<file path="config.mk">
export PLATFORM = sky130hd
export DESIGN_NAME = dm_bus_bridge
export DESIGN_NICKNAME = d
export VERILOG_FILES = /design/src/rtl/dm_bridge_pkg.sv /design/src/rtl/dm_bus_bridge_timeout.sv /design/src/rtl/dm_bus_bridge.sv
export SDC_FILE = /design/constraint.sdc
export NUM_CORES = 1
export LEC_CHECK = 0
export ABC_AREA = 1
export BUFFER_PORTS_ARGS = -buffer_cell sky130_fd_sc_hd__buf_2
export CAP_MARGIN = 20
export CORE_MARGIN = 2
export CORE_UTILIZATION = 40
export CTS_BUF_LIST = sky130_fd_sc_hd__clkbuf_2 sky130_fd_sc_hd__clkbuf_4 sky130_fd_sc_hd__clkbuf_8
export CTS_CLUSTER_SIZE = 14
export DETAILED_ROUTE_END_ITERATION = 7
export HOLD_SLACK_MARGIN = 0.15
export PLACE_DENSITY = 0.76
export SLEW_MARGIN = 5
export SYNTH_ARGS = -nofsm -noshare
export SYNTH_HDL_FRONTEND = slang
export SYNTH_SLANG_ARGS = --single-unit
export TNS_END_PERCENT = 20
</file>
<file path="constraint.sdc">
create_clock -name clk -period 2.3 [get_ports clk]
set_input_delay 0.575 -clock clk [delete_from_list [all_inputs] [get_ports clk]]
set_output_delay 0.575 -clock clk [all_outputs]
set_load 0.05 [all_outputs]
</file>
<file path="src/rtl/dm_bridge_pkg.sv">
// dm_bridge_pkg: shared types for the data-memory bus bridge.
// FSM state encoding, request register bundle, request builder.
package dm_bridge_pkg;

  typedef enum logic [1:0] {
    IDLE = 2'd0,
    REQ  = 2'd1,
    RSP  = 2'd2,
    DONE = 2'd3
  } dm_state_t;

  typedef struct packed {
    logic [31:0] addr;
    logic        write;
    logic [3:0]  wstrb;
    logic [31:0] wdata;
  } dm_req_t;

  // Reads carry no strobes or data so the bus sees a clean payload.
  function automatic dm_req_t make_req(
    input logic [31:0] byte_addr,
    input logic        write,
    input logic [3:0]  web,
    input logic [31:0] din
  );
    dm_req_t r;
    r.addr  = byte_addr;
    r.write = write;
    r.wstrb = write ? ~web : 4'b0000;
    r.wdata = write ? din : 32'h0;
    return r;
  endfunction

endpackage

</file>
<file path="src/rtl/dm_bus_bridge_timeout.sv">
// dm_bridge_timeout: cycle counter for REQ+RSP with expiry flag.
// Only instantiated when DM_BRIDGE_TIMEOUT_EN is defined.
module dm_bridge_timeout #(
  parameter int unsigned TIMEOUT = 255
) (
  input  logic clk,
  input  logic rst,
  input  logic clr,
  input  logic en,
  output logic expired
);

  localparam int CW = $clog2(TIMEOUT + 1);

  logic [CW-1:0] cnt;

  // Expires on the TIMEOUT-th cycle spent in REQ/RSP.
  assign expired = en && (cnt == CW'(TIMEOUT - 1));

  // Count busy cycles, restarting at each new access.
  always_ff @(posedge clk or negedge rst) begin
    if (!rst)
      cnt <= '0;
    else if (clr)
      cnt <= '0;
    else if (en && !expired)
      cnt <= cnt + CW'(1);
  end

endmodule

</file>
<file path="src/rtl/dm_bus_bridge.sv">
// dm_bus_bridge: SRAM-style DM port to valid/ready bus bridge.
// Optional abort timer enabled by defining DM_BRIDGE_TIMEOUT_EN.
module dm_bus_bridge
  import dm_bridge_pkg::*;
#(
  parameter int unsigned ADDR_W  = 14,
  parameter int unsigned TIMEOUT = 255
) (
  input  logic              clk,
  input  logic              rst,
  input  logic              cpu_cs,
  input  logic              cpu_oe,
  input  logic [3:0]        cpu_web,
  input  logic [ADDR_W-1:0] cpu_addr,
  input  logic [31:0]       cpu_din,
  output logic [31:0]       cpu_dout,
  output logic              cpu_stall,
  output logic              bus_req_valid,
  input  logic              bus_req_ready,
  output logic [31:0]       bus_req_addr,
  output logic              bus_req_write,
  output logic [3:0]        bus_req_wstrb,
  output logic [31:0]       bus_req_wdata,
  input  logic              bus_rsp_valid,
  output logic              bus_rsp_ready,
  input  logic [31:0]       bus_rsp_rdata,
  input  logic              bus_rsp_err,
  output logic              err_flag
);

  if (TIMEOUT < 1 || ADDR_W > 30) begin : g_cfg_bad
    $error("dm_bus_bridge: unsupported parameters");
  end

  dm_state_t   state;
  dm_state_t   state_nxt;
  dm_req_t     req_q;
  logic        is_wr;
  logic        access;
  logic        busy;
  logic        start;
  logic        req_hs;
  logic        rsp_hs;
  logic        expired;
  logic [31:0] byte_addr;

  assign is_wr     = (cpu_web != 4'b1111);
  assign access    = cpu_cs && (cpu_oe || is_wr);
  assign byte_addr = 32'(cpu_addr) << 2;
  assign busy      = (state == REQ) || (state == RSP);
  assign start     = (state == IDLE) && access;
  assign req_hs    = (state == REQ) && bus_req_ready;
  assign rsp_hs    = (state == RSP) && bus_rsp_valid;

  assign bus_req_valid = (state == REQ);
  assign bus_rsp_ready = (state == RSP);
  assign bus_req_addr  = req_q.addr;
  assign bus_req_write = req_q.write;
  assign bus_req_wstrb = req_q.wstrb;
  assign bus_req_wdata = req_q.wdata;

`ifdef DM_BRIDGE_TIMEOUT_EN
  dm_bridge_timeout #(
    .TIMEOUT (TIMEOUT)
  ) u_timeout (
    .clk     (clk),
    .rst     (rst),
    .clr     (start),
    .en      (busy),
    .expired (expired)
  );
`else
  assign expired = 1'b0;
`endif

  // Stall from detection until the response lands; DONE releases.
  always_comb begin
    cpu_stall = 1'b0;
    unique case (state)
      IDLE:    cpu_stall = access;
      REQ:     cpu_stall = 1'b1;
      RSP:     cpu_stall = 1'b1;
      DONE:    cpu_stall = 1'b0;
      default: cpu_stall = 1'b0;
    endcase
  end

  // Next state; a completing handshake beats a same-cycle expiry.
  always_comb begin
    state_nxt = state;
    unique case (state)
      IDLE: if (access) state_nxt = REQ;
      REQ: begin
        if (bus_req_ready)
          state_nxt = RSP;
        else if (expired)
          state_nxt = DONE;
      end
      RSP: begin
        if (bus_rsp_valid || expired)
          state_nxt = DONE;
      end
      DONE:    state_nxt = IDLE;
      default: state_nxt = IDLE;
    endcase
  end

  // FSM state register.
  always_ff @(posedge clk or negedge rst) begin
    if (!rst)
      state <= IDLE;
    else
      state <= state_nxt;
  end

  // Request register captured once per access in IDLE.
  always_ff @(posedge clk or negedge rst) begin
    if (!rst)
      req_q <= '0;
    else if (start)
      req_q <= make_req(byte_addr, is_wr, cpu_web, cpu_din);
  end

  // Read data return; error and abort both zero read data.
  always_ff @(posedge clk or negedge rst) begin
    if (!rst) begin
      cpu_dout <= 32'h0;
    end else if (rsp_hs) begin
      if (!req_q.write)
        cpu_dout <= bus_rsp_err ? 32'h0 : bus_rsp_rdata;
    end else if (busy && !req_hs && expired) begin
      if (!req_q.write)
        cpu_dout <= 32'h0;
    end
  end

  // Sticky error flag, cleared only by reset.
  always_ff @(posedge clk or negedge rst) begin
    if (!rst)
      err_flag <= 1'b0;
    else if (rsp_hs && bus_rsp_err)
      err_flag <= 1'b1;
    else if (busy && !req_hs && !rsp_hs && expired)
      err_flag <= 1'b1;
  end

endmodule

</file>
======== Yosys cells after proc, flatten, opt, wreduce, memory -nomap -nowiden ========
Cells that the tools add are included.
word-level totals
  bits in registers ....................... 86
  latch bits .............................. 0
  RAM bits ................................ 0
  ROM bits ................................ 0
  input bits .............................. 89
  output and inout bits ................... 105
  word-level logic and storage cells ...... 33
  memories ................................ 0
operators by class
  add/sub/neg operators ................... 0
  multipliers ............................. 0
  divide/modulo/power cells ............... 0
  $lt $le $gt $ge ......................... 0
  equal/unequal tests ..................... 7
  shift-type cells ........................ 0
  multiplexer cells ....................... 8
  bitwise operators ....................... 2
  reduce and logical (&&, ||, !) cells .... 9
operators with widths
  operator            number
  $mux 32             2
  $pmux 2 s4          1
  $mux 2              3
  $eq 2x2->1 const B  2
  $logic_and 1x1->1   4
  $mux 4              1
  $ne 2x2->1 const B  2
  $ne 4x4->1 const B  1
  $not 4->4           1
  $pmux 1 s3          1
  $reduce_and 3->1    1
  $eq 2x1->1 const B  1
  $logic_not 2->1     1
  $ne 2x1->1 const B  1
  $reduce_and 2->1    1
  $reduce_or 2->1     1
  $logic_or 1x1->1    1
  $not 1->1           1

======== Depth between registers and ports, before layout ========
  word-level depth ........................ 5
  gate-level depth with buffers ........... 8

======== Worst setup path before layout ========
Ideal clock, no wire load.
  kind .................................... input to output
  start point ............................. input cpu_web[1]
  end point ............................... output cpu_stall
  arrival time ............................ 1631 ps
  required time ........................... 1725 ps
  path slack .............................. 94 ps
  stages .................................. 5
  path through ............................ nand2_1 > nor2_4 > nand2_2 > nand2_1 > a21oi_1
between the ends
  cells in the longest elaborated chain, start to end .. 4
RTL lines
  item                RTL line             RTL
  start: declaration  dm_bus_bridge.sv:13  input logic [3:0] cpu_web,
  $ne 4x4->1          dm_bus_bridge.sv:47  assign is_wr = (cpu_web != 4'b1111);
  $logic_or 1x1->1    dm_bus_bridge.sv:48  assign access = cpu_cs && (cpu_oe || is_wr);
  $logic_and 1x1->1   dm_bus_bridge.sv:48
  $pmux 1 s3          dm_bus_bridge.sv:79  unique case (state)
  end: declaration    dm_bus_bridge.sv:17  output logic cpu_stall,
No other way between the ends.

======== Final worst setup path ========
  start point ............................. register state[0]
  end point ............................... output cpu_stall
between the ends
  cells in the longest elaborated chain, start to end .. 3
  elaborated cells on any way between the ends .. 6
  classes of those cells .................. eq/ne (3); mux (1); reduce/logical (2)
RTL lines
  item                                      RTL line              RTL
  start: declaration                        dm_bus_bridge.sv:35   dm_state_t state;
  start signal: assignment                  dm_bus_bridge.sv:113  state <= state_nxt;
  $eq 2x1->1 or $eq 2x2->1 (tied branches)  dm_bus_bridge.sv:79
  $reduce_or 2->1 (no line)                 n/a
  $pmux 1 s3 *                              dm_bus_bridge.sv:79
Every way passes the cells marked *; elsewhere a longest branch is shown, timed or not.

==> results.ini <==
[setup_path]
crit_family = flip-flops
critical_path_class = register to output pin
critPathLaunchType = register
cp_cell_sequence = inv_1, ha_1, nor2_1, a21oi_1, buf_2
max_stage_delay_ps = 400
cp_slowest_cell = dfrtp_1
crit_buf_inv = 2
crit_path_end_kind = output pin
worst_ep_required_time_ps = 1730
cp_max_fo = 3
critPathArrivalTime_ps = 1560
rr_endpoint = bus_req_wdata[27]
r2r_cells = 7
rrSetupSlack_ps = 680
r2r_start = state[0]

[clocking]
cts_hold_buf = 0
cts.sinks = 86
cts_tree = built
cts_root_buffer = clkbuf_8
cts_setup_buffers = 0
clkLatencyLatePin_ps = 350
cts.htree.levels = 3
numCtsBuffers = 9
clk_pin_slew_ps = 100
clk_path_buf_depth = 2
cts.repair.resized = 0

[layout]
num-fill-cells = 843
fin_util_pct = 54.0
ff_latch_area_mm2 = 0.00215
drive_gt1_share_pct = 36.9
insertedDiodeCount = 0
nets = 671
syn2layout_area_growth_pct = 29.7
multi_input_area_mm2 = 0.00127
instances_no_fill = 691

[floorplan]
start_util_pct = 41.7
rows = 34
die_h_um = 99.8
die_w_um = 99.8
core-area_mm2 = 0.00881
pin_count = 194
die_area_mm2 = 0.00995

[synthesis]
synth_top_area_cell = dfrtp_1
synthCells = 406
syn_area_mm2 = 0.00367
synth_seq_cells = 86
synth_cell_types = 21
synth.area.top_cells = dfrtp_1 (59%), nand2_1 (18%), o21ai_0 (5.0%)
yosysWarnings = 0
synth_top_area_share_pct = 58.7
seq_area_frac_synth_pct = 58.7
syn_avg_cell_area_um2 = 9.04

[power]
clock_power_share_pct = 12.0
ir_drop_uv = 993
p_leak_nw = 2.82
finalPower_w = 0.00860
power_frac_comb_pct = 57.5
p_int_w = 0.00378
swShare_pct = 56.0
power.share.sequential_pct = 30.5
p_switching_w = 0.00482
power_density_mw_per_mm2 = 1810

[global_routing]
grt_use_met3_pct = 3.30
met1_usage_pct = 23.4
antenna_found_initial = 0
grt_pass1_vias = 3145
top_usage_layer = met2
grt_max_degree = 43
grtUsageMet2_pct = 31.4
grt_pass1_wl_um = 14800
gr-usage-all-layers_pct = 18.5
grt-ovfl-total = 0

[run]
cap_violations = 0

[timing]
fmax_mhz = 469
setup_tns_ps = 0
tightest_slew_ps = 564
hold_violations = 0
rsz0062_at_grt = false
slew_headroom_pct = 62.4
setup_violations = 0
whs_ps = 196
final-max-slew-violation-count = 0
finalCritPeriodShare_pct = 92.8
min_period_ps = 2130
skew_ps = 17.7

[placement]
portBuffers = 175
dp.cells = 675
routabilityCongestion = 0.778
hpwl_um = 6630

[drt]
antenna_left = 0
post_drt_wl_per_cell_um = 13.1
drt_iter0_drc = 108
vias_per_cell = 4.60
routed_wl_um = 9070
vias = 3178
first_pass_iters = 5
drc_errors = 0

[outcome]
status = complete, no violations

[worst_hold_path]
hold_class = primary input to async pin

[sequential cells by signal, indices dropped and copies added, names as in the netlist]
signal / cells
bus_req_addr: 14
bus_req_wdata: 32
bus_req_write: 1
bus_req_wstrb: 4
cpu_dout: 32
err_flag: 1
state: 2
[cell families after synthesis]
logic type      count (synthesis)  share of synthesized area, %
compound gates                 40                          5.56
fa+ha+maj                       4                          1.36
buf+inv                        49                          8.49
flops                          86                          58.7
other cells                     1                         0.102
simple gates                  226                          25.8
[through the flow]
| stage | setup slack [ps] | area (µm²) |
|---|---|---|
| 5_1_grt | 114 | 4760 |
| 6_report | 166 | 4760 |
| 3_3_place_gp | 272 | 4560 |
| 4_1_cts | 152 | 4760 |
| 2_1_floorplan | 93.9 | 3730 |
| 3_5_place_dp | 293 | 4560 |
[power groups by stage]
| stage | clock network, W | logic [W] | registers (W) |
|---|---|---|---|
| 6_report | 0.00103 | 0.00495 | 0.00262 |
| 3_5_place_dp | 0 | 0.00498 | 0.00264 |
| 4_1_cts | 0.00107 | 0.00498 | 0.00262 |
| 5_1_grt | 0.00112 | 0.00528 | 0.00272 |
| 3_3_place_gp | 0 | 0.00490 | 0.00261 |
| 2_1_floorplan | 0 | 0.00136 | 0.00511 |
[cells in the final DEF (no fill, tap or decap), types with 2 or more instances in the layout]
cell type | synthesis | final
o21ai_0 | 37 | 37
ha_1 | 4 | 4
buf_4 | 18 | 8
dfrtp_1 | 86 | 86
nand2_1 | 176 | 176
buf_2 | 8 | 174
clkinv_2 | 0 | 2
buf_12 | 1 | 2
clkbuf_8 | 0 | 9
nor2_4 | 2 | 2
nand2_2 | 11 | 11
clkinvlp_4 | 0 | 3
nand3_1 | 34 | 34
conb_1 | 1 | 18
inv_1 | 9 | 9
[per-layer routing]
layer / part of all wire [%] / vias to the layer above
met5: 0 / -
met4: 1.8 / 0
met3: 5.4 / 15
met2: 50 / 111
met1: 43 / 1470
li1: - / 1582
[worst reg2reg max path, cell delays in order (launching register included)]
cell,delay [ps]
dfrtp_1,420
inv_1,120
ha_1,250
nand3_4,170
nor2_4,100
buf_4,300
nand2_1,110
nand2_1,90
[cell type report]
type                            instances  share of cell area (%)
Sequential cell                        86                    45.2
Multi-Input combinational cell        288                    26.7
Timing Repair Buffer                  184                    20.4
Tap cell                              108                    2.84
Clock buffer                           10                    2.76
Clock inverter                          6                    1.32
Inverter                                9                   0.710
[synth_stat cells]
cell and count:
nand2_1 176, dfrtp_1 86, o21ai_0 37, nand3_1 34, buf_4 18, nand2_2 11
inv_1 9, buf_2 8, clkbuf_1 8, ha_1 4, buf_6 3, nor2_1 2
nor2_4 2, a21oi_1 1, buf_1 1, buf_12 1, buf_8 1, conb_1 1
nand3_4 1, o21bai_1 1, o22ai_1 1
[worst max-delay path by stage]
stage,from,to,slack (ps),depth (start not counted)
2_1_floorplan,cpu_web[1],cpu_stall,90,5
3_5_place_dp,cpu_web[1],cpu_stall,290,7
6_report,state[0],cpu_stall,170,5
5_1_grt,state[1],cpu_stall,110,5
4_1_cts,state[0],cpu_stall,150,5
3_3_place_gp,cpu_web[1],cpu_stall,270,7
(Power assumes the default switching activity.)
